--- config.mk ---
export PLATFORM = sky130hd
export DESIGN_NAME = carrier_acq_sequencer
export DESIGN_NICKNAME = d
export VERILOG_FILES = /design/src/rtl/carrier_acq_sequencer_pkg.sv /design/src/rtl/carrier_acq_timer.sv /design/src/rtl/carrier_acq_sequencer.sv
export SDC_FILE = /design/constraint.sdc
export NUM_CORES = 1
export LEC_CHECK = 0
export BUFFER_PORTS_ARGS = -buffer_cell sky130_fd_sc_hd__buf_2
export CORE_ASPECT_RATIO = 0.8
export CORE_UTILIZATION = 56
export DETAILED_ROUTE_END_ITERATION = 8
export PLACE_DENSITY = 0.81
export SYNTH_ARGS = -nofsm -noshare
export SYNTH_HDL_FRONTEND = slang
export SYNTH_SLANG_ARGS = --single-unit
--- constraint.sdc ---
create_clock -name clk -period 3.6 [get_ports clk]
set_input_delay 0.9 -clock clk [delete_from_list [all_inputs] [get_ports clk]]
set_output_delay 0.9 -clock clk [all_outputs]
set_load 0.005 [all_outputs]
--- src/rtl/carrier_acq_sequencer_pkg.sv ---
// ---------------------------------------------------------------------------
// carrier_acq_sequencer_pkg
// Shared definitions for the carrier acquisition sequencer:
//   - acquisition state encoding (also the acqState status readback code)
//   - acqTrackControl codes driven to the loop filter gain select
//   - bit offsets of the sequencer fields inside the status register
//   - small decode helpers mapping a state to its registered control outputs
// ---------------------------------------------------------------------------
package carrier_acq_sequencer_pkg;

    // Code 3'd7 is deliberately unused; the sequencer recovers from it to IDLE.
    typedef enum logic [2:0] {
        ST_IDLE   = 3'd0,
        ST_CLEAR  = 3'd1,
        ST_SWEEP  = 3'd2,
        ST_PULLIN = 3'd3,
        ST_TRACK  = 3'd4,
        ST_HOLD   = 3'd5,
        ST_FAIL   = 3'd6
    } acqState_t;

    localparam logic [1:0] ATC_ACQ    = 2'b00;
    localparam logic [1:0] ATC_PULLIN = 2'b01;
    localparam logic [1:0] ATC_TRACK  = 2'b10;

    // Status register layout used by the register block.
    localparam int STATUS_ACQSTATE_LSB = 32'd0;
    localparam int STATUS_ACQSTATE_W   = 32'd3;
    localparam int STATUS_LOCKED_BIT   = 32'd3;
    localparam int STATUS_ACQFAIL_BIT  = 32'd4;
    localparam int STATUS_RELOCK_LSB   = 32'd8;
    localparam int STATUS_RELOCK_W     = 32'd8;

    // Gain-select code for the state the loop is entering.
    function automatic logic [1:0] trackCodeFor(input acqState_t st);
        logic [1:0] code;
        case (st)
            ST_PULLIN: code = ATC_PULLIN;
            ST_TRACK:  code = ATC_TRACK;
            ST_HOLD:   code = ATC_TRACK;
            default:   code = ATC_ACQ;
        endcase
        return code;
    endfunction

    // Loop error is forced to zero whenever the loop is not actively closing.
    function automatic logic zeroErrorFor(input acqState_t st);
        logic z;
        case (st)
            ST_IDLE:  z = 1'b1;
            ST_CLEAR: z = 1'b1;
            ST_FAIL:  z = 1'b1;
            default:  z = 1'b0;
        endcase
        return z;
    endfunction

endpackage

--- src/rtl/carrier_acq_timer.sv ---
// ---------------------------------------------------------------------------
// carrier_acq_timer
// Tick counter used for the pull-in qualification and lock-loss hold windows.
// Ports:
//   clk, reset   clock, asynchronous active-low reset
//   clear        synchronous clear (has priority over advance)
//   advance      count one tick (already qualified with clkEn by the caller)
//   limit        terminal value to compare against
//   count        current tick count
//   atLimit      count == limit (compare is done before any increment, so the
//                caller never advances past the terminal value)
// ---------------------------------------------------------------------------
module carrier_acq_timer #(
    parameter int TIMER_W = 16
) (
    input  logic               clk,
    input  logic               reset,
    input  logic               clear,
    input  logic               advance,
    input  logic [TIMER_W-1:0] limit,
    output logic [TIMER_W-1:0] count,
    output logic               atLimit
);

    // Tick counter register.
    always_ff @(posedge clk or negedge reset) begin
        if (!reset) begin
            count <= {TIMER_W{1'b0}};
        end else if (clear) begin
            count <= {TIMER_W{1'b0}};
        end else if (advance) begin
            count <= count + {{(TIMER_W-1){1'b0}}, 1'b1};
        end
    end

    assign atLimit = (count == limit);

endmodule

--- src/rtl/carrier_acq_sequencer.sv ---
// ---------------------------------------------------------------------------
// carrier_acq_sequencer
// Steps the carrier loop through clear -> sweep -> pull-in -> track -> hold,
// re-acquiring after a sustained loss of lock and flagging failure after too
// many sweep reversals. All outputs are registered and decoded from the next
// state so they change on the same edge as the state.
// Ports:
//   clk, reset        clock, asynchronous active-low reset
//   enable            run; low forces IDLE
//   restart           one-cycle pulse, re-acquire from CLEAR
//   clkEn             loop-filter sample enable; all timing is in clkEn ticks
//   carrierLock       lock detector
//   highFreqOffset    frequency offset too high
//   lagAtLimit        lag accumulator at a limit (sweep reversal)
//   pullInTime        ticks of continuous lock needed in PULLIN
//   holdTime          ticks of lock loss tolerated in HOLD
//   maxSweeps         reversals before FAIL, 0 = unlimited
//   clearAccum, sweepEnable, zeroError, acqTrackControl   loop filter controls
//   acqState, locked, acqFail, relockCount                status
// ---------------------------------------------------------------------------
module carrier_acq_sequencer
    import carrier_acq_sequencer_pkg::*;
#(
    parameter int TIMER_W     = 16,
    parameter int SWEEP_CNT_W = 8
) (
    input  logic                   clk,
    input  logic                   reset,
    input  logic                   enable,
    input  logic                   restart,
    input  logic                   clkEn,
    input  logic                   carrierLock,
    input  logic                   highFreqOffset,
    input  logic                   lagAtLimit,
    input  logic [TIMER_W-1:0]     pullInTime,
    input  logic [TIMER_W-1:0]     holdTime,
    input  logic [SWEEP_CNT_W-1:0] maxSweeps,
    output logic                   clearAccum,
    output logic                   sweepEnable,
    output logic                   zeroError,
    output logic [1:0]             acqTrackControl,
    output logic [2:0]             acqState,
    output logic                   locked,
    output logic                   acqFail,
    output logic [7:0]             relockCount
);

    acqState_t              stateQ;
    acqState_t              nextState;
    logic [SWEEP_CNT_W-1:0] sweepCount;
    logic [SWEEP_CNT_W-1:0] sweepNext;
    logic                   lagPrev;
    logic                   lagRise;
    logic                   sweepInc;
    logic                   relockInc;
    logic                   doRestart;
    logic                   entryClear;
    logic                   timerAdvance;
    logic                   timerAtLimit;
    logic [TIMER_W-1:0]     timerLimit;
    logic [TIMER_W-1:0]     timerCount;

    // Reversals only count as edges seen between successive clkEn samples.
    assign lagRise   = clkEn && lagAtLimit && !lagPrev;
    // Saturating so an unlimited sweep (maxSweeps == 0) never wraps.
    assign sweepNext = (sweepCount == {SWEEP_CNT_W{1'b1}}) ? sweepCount
                     : sweepCount + {{(SWEEP_CNT_W-1){1'b0}}, 1'b1};
    assign timerLimit = (stateQ == ST_HOLD) ? holdTime : pullInTime;

    // Falling back from PULLIN to SWEEP keeps the counters; every other state
    // entry (including a restart into CLEAR from CLEAR) starts them from zero.
    assign entryClear = doRestart ||
                        ((nextState != stateQ) &&
                         !((stateQ == ST_PULLIN) && (nextState == ST_SWEEP)));

    carrier_acq_timer #(.TIMER_W(TIMER_W)) uTimer (
        .clk     (clk),
        .reset   (reset),
        .clear   (entryClear),
        .advance (timerAdvance),
        .limit   (timerLimit),
        .count   (timerCount),
        .atLimit (timerAtLimit)
    );

    // Next-state decode with enable > restart > normal priority.
    always_comb begin
        nextState    = stateQ;
        timerAdvance = 1'b0;
        sweepInc     = 1'b0;
        relockInc    = 1'b0;
        doRestart    = 1'b0;
        if (!enable) begin
            nextState = ST_IDLE;
        end else if (restart) begin
            nextState = ST_CLEAR;
            doRestart = 1'b1;
        end else begin
            case (stateQ)
                ST_IDLE: begin
                    nextState = ST_CLEAR;
                end
                ST_CLEAR: begin
                    // Hold the clear until the loop has seen one enabled sample.
                    if (clkEn) begin
                        nextState = ST_SWEEP;
                    end else begin
                        nextState = ST_CLEAR;
                    end
                end
                ST_SWEEP: begin
                    if (!clkEn) begin
                        nextState = ST_SWEEP;
                    end else if (carrierLock && !highFreqOffset) begin
                        nextState = ST_PULLIN;
                    end else if (lagRise) begin
                        sweepInc = 1'b1;
                        if ((maxSweeps != {SWEEP_CNT_W{1'b0}}) && (sweepNext == maxSweeps)) begin
                            nextState = ST_FAIL;
                        end else begin
                            nextState = ST_SWEEP;
                        end
                    end else begin
                        nextState = ST_SWEEP;
                    end
                end
                ST_PULLIN: begin
                    if (!clkEn) begin
                        nextState = ST_PULLIN;
                    end else if (!carrierLock || highFreqOffset) begin
                        nextState = ST_SWEEP;
                    end else if (timerAtLimit) begin
                        nextState = ST_TRACK;
                    end else begin
                        nextState    = ST_PULLIN;
                        timerAdvance = 1'b1;
                    end
                end
                ST_TRACK: begin
                    if (clkEn && !carrierLock) begin
                        nextState = ST_HOLD;
                        relockInc = 1'b1;
                    end else begin
                        nextState = ST_TRACK;
                    end
                end
                ST_HOLD: begin
                    if (!clkEn) begin
                        nextState = ST_HOLD;
                    end else if (carrierLock) begin
                        nextState = ST_TRACK;
                    end else if (timerAtLimit) begin
                        nextState = ST_CLEAR;
                    end else begin
                        nextState    = ST_HOLD;
                        timerAdvance = 1'b1;
                    end
                end
                ST_FAIL: begin
                    nextState = ST_FAIL;
                end
                default: begin
                    nextState = ST_IDLE;
                end
            endcase
        end
    end

    // State, registered control/status outputs and sweep bookkeeping.
    always_ff @(posedge clk or negedge reset) begin
        if (!reset) begin
            stateQ          <= ST_IDLE;
            clearAccum      <= 1'b0;
            sweepEnable     <= 1'b0;
            zeroError       <= 1'b1;
            acqTrackControl <= ATC_ACQ;
            acqState        <= 3'd0;
            locked          <= 1'b0;
            acqFail         <= 1'b0;
            relockCount     <= 8'd0;
            sweepCount      <= {SWEEP_CNT_W{1'b0}};
            lagPrev         <= 1'b0;
        end else begin
            stateQ          <= nextState;
            clearAccum      <= (nextState == ST_CLEAR);
            sweepEnable     <= (nextState == ST_SWEEP);
            zeroError       <= zeroErrorFor(nextState);
            acqTrackControl <= trackCodeFor(nextState);
            acqState        <= nextState;
            locked          <= (nextState == ST_TRACK);

            // Sticky: only a restart clears it, IDLE does not.
            if (doRestart) begin
                acqFail <= 1'b0;
            end else if (nextState == ST_FAIL) begin
                acqFail <= 1'b1;
            end

            if (doRestart) begin
                relockCount <= 8'd0;
            end else if (relockInc && (relockCount != 8'hFF)) begin
                relockCount <= relockCount + 8'd1;
            end

            if (entryClear) begin
                sweepCount <= {SWEEP_CNT_W{1'b0}};
            end else if (sweepInc) begin
                sweepCount <= sweepNext;
            end

            if (clkEn) begin
                lagPrev <= lagAtLimit;
            end
        end
    end

endmodule

; Word level (Yosys, flattened, before mapping)
; Cells that the tools add are included.
[classes]
reduce_logical = 23
mux = 47
eq_ne = 17
n_addsub = 3
[op_table]
columns = operator, n
row1 = $mux 16, 3
row2 = $mux 8, 5
row3 = $mux 3, 12
row4 = $mux 1, 23
row5 = $pmux 3 s7, 1
row6 = $eq 3x3->1 const B, 6
row7 = $add 16x1->16 const B, 1
row8 = $add 8x1->8 const B, 2
row9 = $eq 16x16->1, 1
row10 = $eq 3x2->1 const B, 4
row11 = $eq 8x8->1, 1
row12 = $eq 8x8->1 const B, 1
row13 = $logic_and 1x1->1, 8
row14 = $ne 8x8->1 const B, 1
row15 = $reduce_bool 2->1, 4
row16 = $reduce_bool 8->1, 1
row17 = $eq 3x1->1 const B, 2
row18 = $logic_not 3->1, 2
row19 = $logic_not 1->1, 4
row20 = $pmux 2 s2, 1
row21 = $ne 3x3->1, 1
row22 = $reduce_or 3->1, 1
row23 = $logic_or 1x1->1, 2
row24 = $mux 2, 1
row25 = 2 further kinds, 2
[totals]
regBits = 43
output_inout_bits = 18
wordCells = 101

; Logic depth before layout (Yosys ltp)
; Gate-level depths: netlist (run 1).
[logic_depth]
word_depth = 17
ltp_mapped = 13
depth_no_buf = 9

; Cells and area by module
; A second synthesis (run 1) with hierarchy kept.
[unflattened]
hier_cells = 326
area_unflattened_um2 = 3090.5
[by_module_without_submodules]
columns = module, area_each_um2, seq_area_each_um2, instances, cells_each
row1 = carrier_acq_sequencer, 2045.7, 676.9, 1, 222
row2 = carrier_acq_timer, 1044.8, 400.4, 1, 104

; Worst setup path after synthesis (run 1)
; No wires, ideal clock.
[synth_path]
path_type = input to register
start = in pullInTime[5]
end = reg uTimer.count[15]
arrival_ns = 2.997
stages = 9
required_time_ns = 3.465
slack_ns = 0.468
cell_sequence = xor2_1 -> o21ai_0 -> o221ai_1 -> or4_4 -> or4_4 -> nand3_1 -> a21boi_2 -> buf_6 -> a211oi_2
[synth_between]
elab_chain_cells = 14
elab_cells_between_ends = 27
[synth_lines]
columns = item, line
row1 = from (decl), carrier_acq_sequencer.sv:35  ; input logic [TIMER_W-1:0] pullInTime,
row2 = $mux 16 (*), carrier_acq_sequencer.sv:68  ; assign timerLimit = (stateQ == ST_HOLD) ? holdTime : pullInTime;
row3 = $eq 16x16->1 (*), carrier_acq_timer.sv:36  ; assign atLimit = (count == limit);
row4 = $mux 3 (on tied branches), "carrier_acq_sequencer.sv:132, carrier_acq_sequencer.sv:152"
row5 = $mux 3 (on tied branches), "carrier_acq_sequencer.sv:130, carrier_acq_sequencer.sv:150"
row6 = $mux 3 (on tied branches), "carrier_acq_sequencer.sv:128, carrier_acq_sequencer.sv:148"
row7 = $pmux 3 s7, carrier_acq_sequencer.sv:99  ; case (stateQ)
row8 = $mux 3, carrier_acq_sequencer.sv:95  ; end else if (restart) begin
row9 = $mux 3, carrier_acq_sequencer.sv:93  ; if (!enable) begin
row10 = $eq 3x2->1, carrier_acq_sequencer.sv:74  ; !((stateQ == ST_PULLIN) && (nextState == ST_SWEEP)));
row11 = $logic_and 1x1->1, carrier_acq_sequencer.sv:74
row12 = $logic_not 1->1, carrier_acq_sequencer.sv:74
row13 = $logic_and 1x1->1, carrier_acq_sequencer.sv:73  ; ((nextState != stateQ) &&
row14 = $logic_or 1x1->1, carrier_acq_sequencer.sv:72  ; assign entryClear = doRestart ||
row15 = $mux 16 or $reduce_bool 2->1 (tied branches), n/a
row16 = to (signal assigned), carrier_acq_timer.sv:28  ; count <= {TIMER_W{1'b0}};
row17 = to (signal assigned), carrier_acq_timer.sv:30  ; count <= {TIMER_W{1'b0}};
row18 = to (signal assigned), carrier_acq_timer.sv:32  ; count <= count + {{(TIMER_W-1){1'b0}}, 1'b1};
row19 = to (decl), carrier_acq_timer.sv:21  ; output logic [TIMER_W-1:0] count,
; Every way passes the cells marked *; elsewhere a longest branch is shown, timed or not.
; A chain may end at the register's enable or synchronous reset.

; Final worst setup path (run 1)
[layout_path]
start = in pullInTime[5]
end = reg uTimer.count[10]
; Same word-level chain as after synthesis.

==> results.yml, run 1 <==
cts:
  clockBufferDepth: 2
  cts_made_buffers: 5
  root_buffer: "clkbuf_8"
  path_clk_slew_ps: 90
  ctsHoldBuffers: 0
  cts_tree: "yes"
  insertion_delay_ps: 310
  htreeDepth: 2
  cts_sinks: 43
layout:
  final_core_util_pct: 67.9
  syn2layout_area_growth_pct: 15.4
  final_cell_area_um2: 3730
  instances_no_fill: 515
  layout.nets: 487
  num_antenna_cells: 0
  drive_above_1_share_pct: 22.9
yosys:
  ys.flop_type: "dfrtp_1"
  synth_area_um2: 3230
  async_reset_ff_share_pct: 100
  yosysWarningCount: 0
  synthCells: 376
  synth_fp_nets: 427
  synth_cell_types: 66
  synth_edf_count: 0
  ys_seq_area_share_pct: 33.3
  syn_area_per_cell_um2: 8.60
  ys_seq_elements: 43
worst_setup_path:
  endpoint_kind: "register"
  startpoint_type: "primary input"
  crit_start: "pullInTime[5]"
  worstSetupPathType: "in2reg"
  critPathMaxFanout: 24
  crit_arrival_ps: 3430
  crit_required_ps: 3770
  r2r-start: "stateQ[1]$_DFF_PN0_"
detailed_routing:
  wl_per_cell_um: 15.6
  drtIter0Drc: 220
  wl_met1_um: 3820
  dr.max_layer_used: "met4"
  antenna_left: 0
  drc_errors: 0
  dr_wl_met2_um: 3460
  drt-total-wl_um: 8060
  dr_wl_met3_um: 706
  via_per_inst: 6.02
  dr.pass1.iters: 5
  vias: 3101
placement:
  portBuffers: 65
  hpwlAfterDp_um: 6110
  post-place-ws_ps: -290
  gp_congestion: 0.893
  dp.cells: 507
  placed_area_um2: 3630
grt:
  grt_pass1_vias: 2821
  overflow: 0
  grt_pass1_wl_um: 13500
  antenna_found_initial: 0
  groute.usage.overall_pct: 28.5
  grt_max_degree: 44
status:
  status: "completed"
timing:
  fmax_ghz: 0.307
  rsz0062_at_grt: "false"
  timing.final.ws_setup_ps: 339
  whs_ps: 506
  finClkSkew_ps: 9.34
  setup_viol: 0
  tightest_slew_ps: 917
  fin_setup_tns_ps: 0
  hold_viol: 0
  max-slew-margin-rel_pct: 38.9
  period_share_pct: 90.6
  fin_crit_ps: 3260
  slew_viol_final: 0
floorplanning:
  core_area_um2: 5500
  row_count: 24
  die_w_um: 87.0
  die_y_um: 70.0
  ios: 66
  dieArea_um2: 6080
  start_util_pct: 58.8
pwr:
  leakagePower_nw: 1.61
  finalPower_mw: 0.943
  ir_drop_uv: 191
  powerDensity_nw_per_um2: 253
job:
  drv_cap: 0
hold_path:
  hp-class: "reg2reg"
  holdCritStartpoint: "lagPrev$_DFFE_PN0P_"
-- cell usage in the layout (no fill, tap or decap), types with 10 or more instances in the layout --
cell / n
mux2i_1: 14
xnor2_1: 24
buf_2: 65
a21oi_1: 15
nor2_1: 21
inv_1: 20
nand2_1: 23
xor2_1: 13
o21ai_0: 11
nand3_1: 17
dfrtp_1: 42
nor3_1: 32
buf_4: 10
-- final cells by class --
class	count	area (um2)
tap	78	97.6
inverter	20	75.1
timing repair buffer	76	420
clock inverter	3	23.8
sequential	43	1080
multi-input combinational	290	1970
fill	471	1760
clock buffer	5	68.8
-- per-layer routing --
| layer | vias up | global-route usage, % |
|---|---|---|
| li1 | 1504 | - |
| met1 | 1461 | 42.4 |
| met2 | 127 | 39.4 |
| met3 | 9 | 9.22 |
| met4 | 0 | 7.59 |
| met5 | - | 0 |
-- report_power, final --
group | internal (mW) | switching, mW | total (mW) | leakage [nW]
combinational | 0.0533 | 0.0789 | 0.132 | 0.983
sequential | 0.487 | 0.00213 | 0.489 | 0.591
clock | 0.139 | 0.182 | 0.321 | 0.0408
-- timing repair --
action                     4_1_cts  5_1_grt
gates resized for setup          0        1
setup endpoints to repair        0       24
buffers inserted                 0        0
-- sequential cells by signal, summed over array words and instances (netlist names) --
name,cells
clearAccum,1
acqTrackControl,2
zeroError,1
sweepCount,8
lagPrev,1
uTimer.count,16
acqFail,1
locked,1
relockCount,8
sweepEnable,1
stateQ,3
-- final timing paths --
path | cells after the start | slack [ps] | end
max reg2reg | 8 | 340 | uTimer.count[10]$_DFFE_PN0P_
max | 9 | 340 | uTimer.count[10]$_DFFE_PN0P_
min in group asynchronous | 1 | 720 | relockCount[5]$_DFFE_PN0P_
max in group asynchronous | 1 | 2310 | sweepCount[7]$_DFFE_PN0P_
min reg2reg | 1 | 510 | lagPrev$_DFFE_PN0P_
min | 1 | 510 | lagPrev$_DFFE_PN0P_
-- worst max-delay path, cell delays in order --
cell      delay, ps
buf_2           100
xor2_1          150
o21ai_0         170
o221ai_1        170
or4_4           560
or4_4           530
nand3_1          90
a21boi_4        590
nor3_1          150
-- cells in the mapped netlist, types with 4 or more instances --
cell       n  area, um2
nand2b_1   7       43.8
or3_1      5       31.3
xor2_1    13        114
clkbuf_1  15       56.3
a21oi_1   15       75.1
inv_1     20       75.1
nor2_1    21       78.8
and4_1     6       52.6
nand3b_1   4       30.0
nand2_1   23       86.3
nor3_1    32        160
a31oi_1    7       43.8
and2_1     6       37.5
o22ai_1    4       25.0
and3_1     4       25.0
nand3_1   17       85.1
mux2i_1   14        140
nand4_1    4       25.0
dfrtp_1   42       1050
nor4_1     7       43.8
xnor2_1   24        210
o21ai_0   11       55.1
-- cells by family (layout without fill, tap and decap cells) --
logic type	count (synthesis)	after routing	share of synthesized area, %
xor+xnor	37	37	10.0
flops	43	43	33.3
mux	16	16	5.03
fa+ha+maj	3	3	1.16
simple gates	157	157	27.2
buf+inv	43	104	6.04
compound gates	77	77	17.3
Power figures use the tool's default switching activity.
==> run 2, diff against run 1 <==
RECOVER_POWER = 50   (was unset)
==> results.yml, run 2 (synthesis gave the netlist of run 1 again) <==
status:
  status: "finished, violations left"
  violations: "max-capacitance violations, max-slew violations"
grt:
  antenna_found_initial: 0
  grt_max_degree: 44
  grt_pass1_vias: 2821
  overflow: 0
  grt_pass1_wl_um: 13500
  groute.usage.overall_pct: 28.5
cts:
  cts_sinks: 43
  clockBufferDepth: 2
  cts_setup_buffers: 0
  htreeDepth: 2
  path_clk_slew_ps: 90
  cts_tree: "yes"
  insertion_delay_ps: 310
  root_buffer: "clkbuf_8"
  cts_made_buffers: 5
floorplanning:
  row_count: 24
  die_y_um: 70.0
  ios: 66
  die_w_um: 87.0
  start_util_pct: 58.8
  dieArea_um2: 6080
  core_area_um2: 5500
timing:
  fin_setup_tns_ps: 0
  setup_viol: 0
  finClkSkew_ps: 11.2
  fmax_ghz: 0.307
  hold_viol: 0
  period_share_pct: 90.5
  rsz0062_at_grt: "false"
  tightest_slew_ps: 2210
  whs_ps: 506
  fin_crit_ps: 3260
  timing.final.ws_setup_ps: 342
  slew_viol_final: 44
  max-slew-margin-rel_pct: -47.4
job:
  drv_cap: 1
placement:
  post-place-ws_ps: -290
  portBuffers: 65
  gp_congestion: 0.893
  hpwlAfterDp_um: 6110
  placed_area_um2: 3630
detailed_routing:
  drt-total-wl_um: 8060
  wl_per_cell_um: 15.7
  dr.pass1.iters: 5
  drtIter0Drc: 218
  vias: 3100
  via_per_inst: 6.02
  antenna_left: 0
  drc_errors: 0
worst_setup_path:
  startpoint_type: "primary input"
  worstSetupPathType: "in2reg"
  critPathMaxFanout: 24
  endpoint_kind: "register"
  crit_required_ps: 3770
  crit_arrival_ps: 3430
pwr:
  swShare_pct: 28.1
  clkPwrFrac_pct: 34.2
  leakagePower_nw: 1.59
  power_frac_comb_pct: 13.9
  powerDensity_nw_per_um2: 253
  p_seq_share_pct: 51.9
  p_sw_mw: 0.265
  p_int_mw: 0.678
  ir_drop_uv: 191
layout:
  reg.largest.list: "uTimer.count: 16 flops, relockCount: 8 flops, sweepCount: 8 flops"
  layout.nets: 487
  fillers: 474
  largest_register_ffs: 16
  mostFrequentLayoutCells: "buf_2, dfrtp_1, nor3_1, xnor2_1, nand2_1"
  final_core_util_pct: 67.8
  regMostFlops: "uTimer.count"
  drive_above_1_share_pct: 21.5
  syn2layout_area_growth_pct: 15.2
  mostFrequentLayoutCell: "buf_2"
  num_antenna_cells: 0
  final_cell_area_um2: 3720
hold_path:
  hp-class: "reg2reg"
-- run 2: changes by cell type in the layout (fill, tap and decap cells not counted) --
cell	change
buf_2	-6
clkbuf_1	+6
-- run 2: per-stage QoR --
stage	total power [mW]	instances
floorplan	0.572	376
global placement	0.626	507
detailed placement	0.629	507
CTS	0.946	515
global route	0.983	515
finish	0.943	515
-- run 2: worst max-delay path, stage by stage --
cell and delay (ps):
buf_2 100, xor2_1 150, o21ai_0 170, o221ai_1 170, or4_4 560, or4_4 530
nand3_1 90, a21boi_4 590, nor3_1 150
-- run 2: cell type report --
type | count | area [um2] | share of cell area [%]
Sequential cell | 43 | 1080 | 28.9
Multi-Input combinational cell | 290 | 1970 | 52.9
Tap cell | 78 | 97.6 | 2.62
Clock buffer | 5 | 68.8 | 1.85
Timing Repair Buffer | 76 | 413 | 11.1
Inverter | 20 | 75.1 | 2.02
Clock inverter | 3 | 23.8 | 0.638
-- run 2: power by group through the flow --
stage	registers [mW]	clock network [mW]	logic (mW)
2_1_floorplan	0.499	0	0.0737
3_3_place_gp	0.499	0	0.128
3_5_place_dp	0.499	0	0.130
4_1_cts	0.489	0.326	0.131
5_1_grt	0.490	0.347	0.147
6_report	0.489	0.323	0.131
-- run 2: layer usage --
layer  vias to the layer above  wire length [um]  track usage [%]
met4                         0                70             7.59
li1                       1499                 -                -
met1                      1461              3850             42.4
met3                         9               695             9.22
met2                       131              3450             39.4
met5                         -                 0                0
-- run 2: worst paths after layout --
kind	from	end	slack (ps)	cells past startpoint
setup reg to reg	stateQ[1]$_DFF_PN0_	uTimer.count[10]$_DFFE_PN0P_	350	8
max in group asynchronous	reset	sweepCount[7]$_DFFE_PN0P_	1110	1
hold / removal	lagPrev$_DFFE_PN0P_	lagPrev$_DFFE_PN0P_	510	1
setup / recovery	pullInTime[5]	uTimer.count[10]$_DFFE_PN0P_	340	9
hold reg to reg	lagPrev$_DFFE_PN0P_	lagPrev$_DFFE_PN0P_	510	1
min in group asynchronous	reset	relockCount[5]$_DFFE_PN0P_	1240	1
-- run 2: repair_timing --
action                                  CTS  global route
resized for setup                         0             1
hold endpoints to repair                  0             0
endpoints found under the setup margin    0            24
hold buffers                              0             0
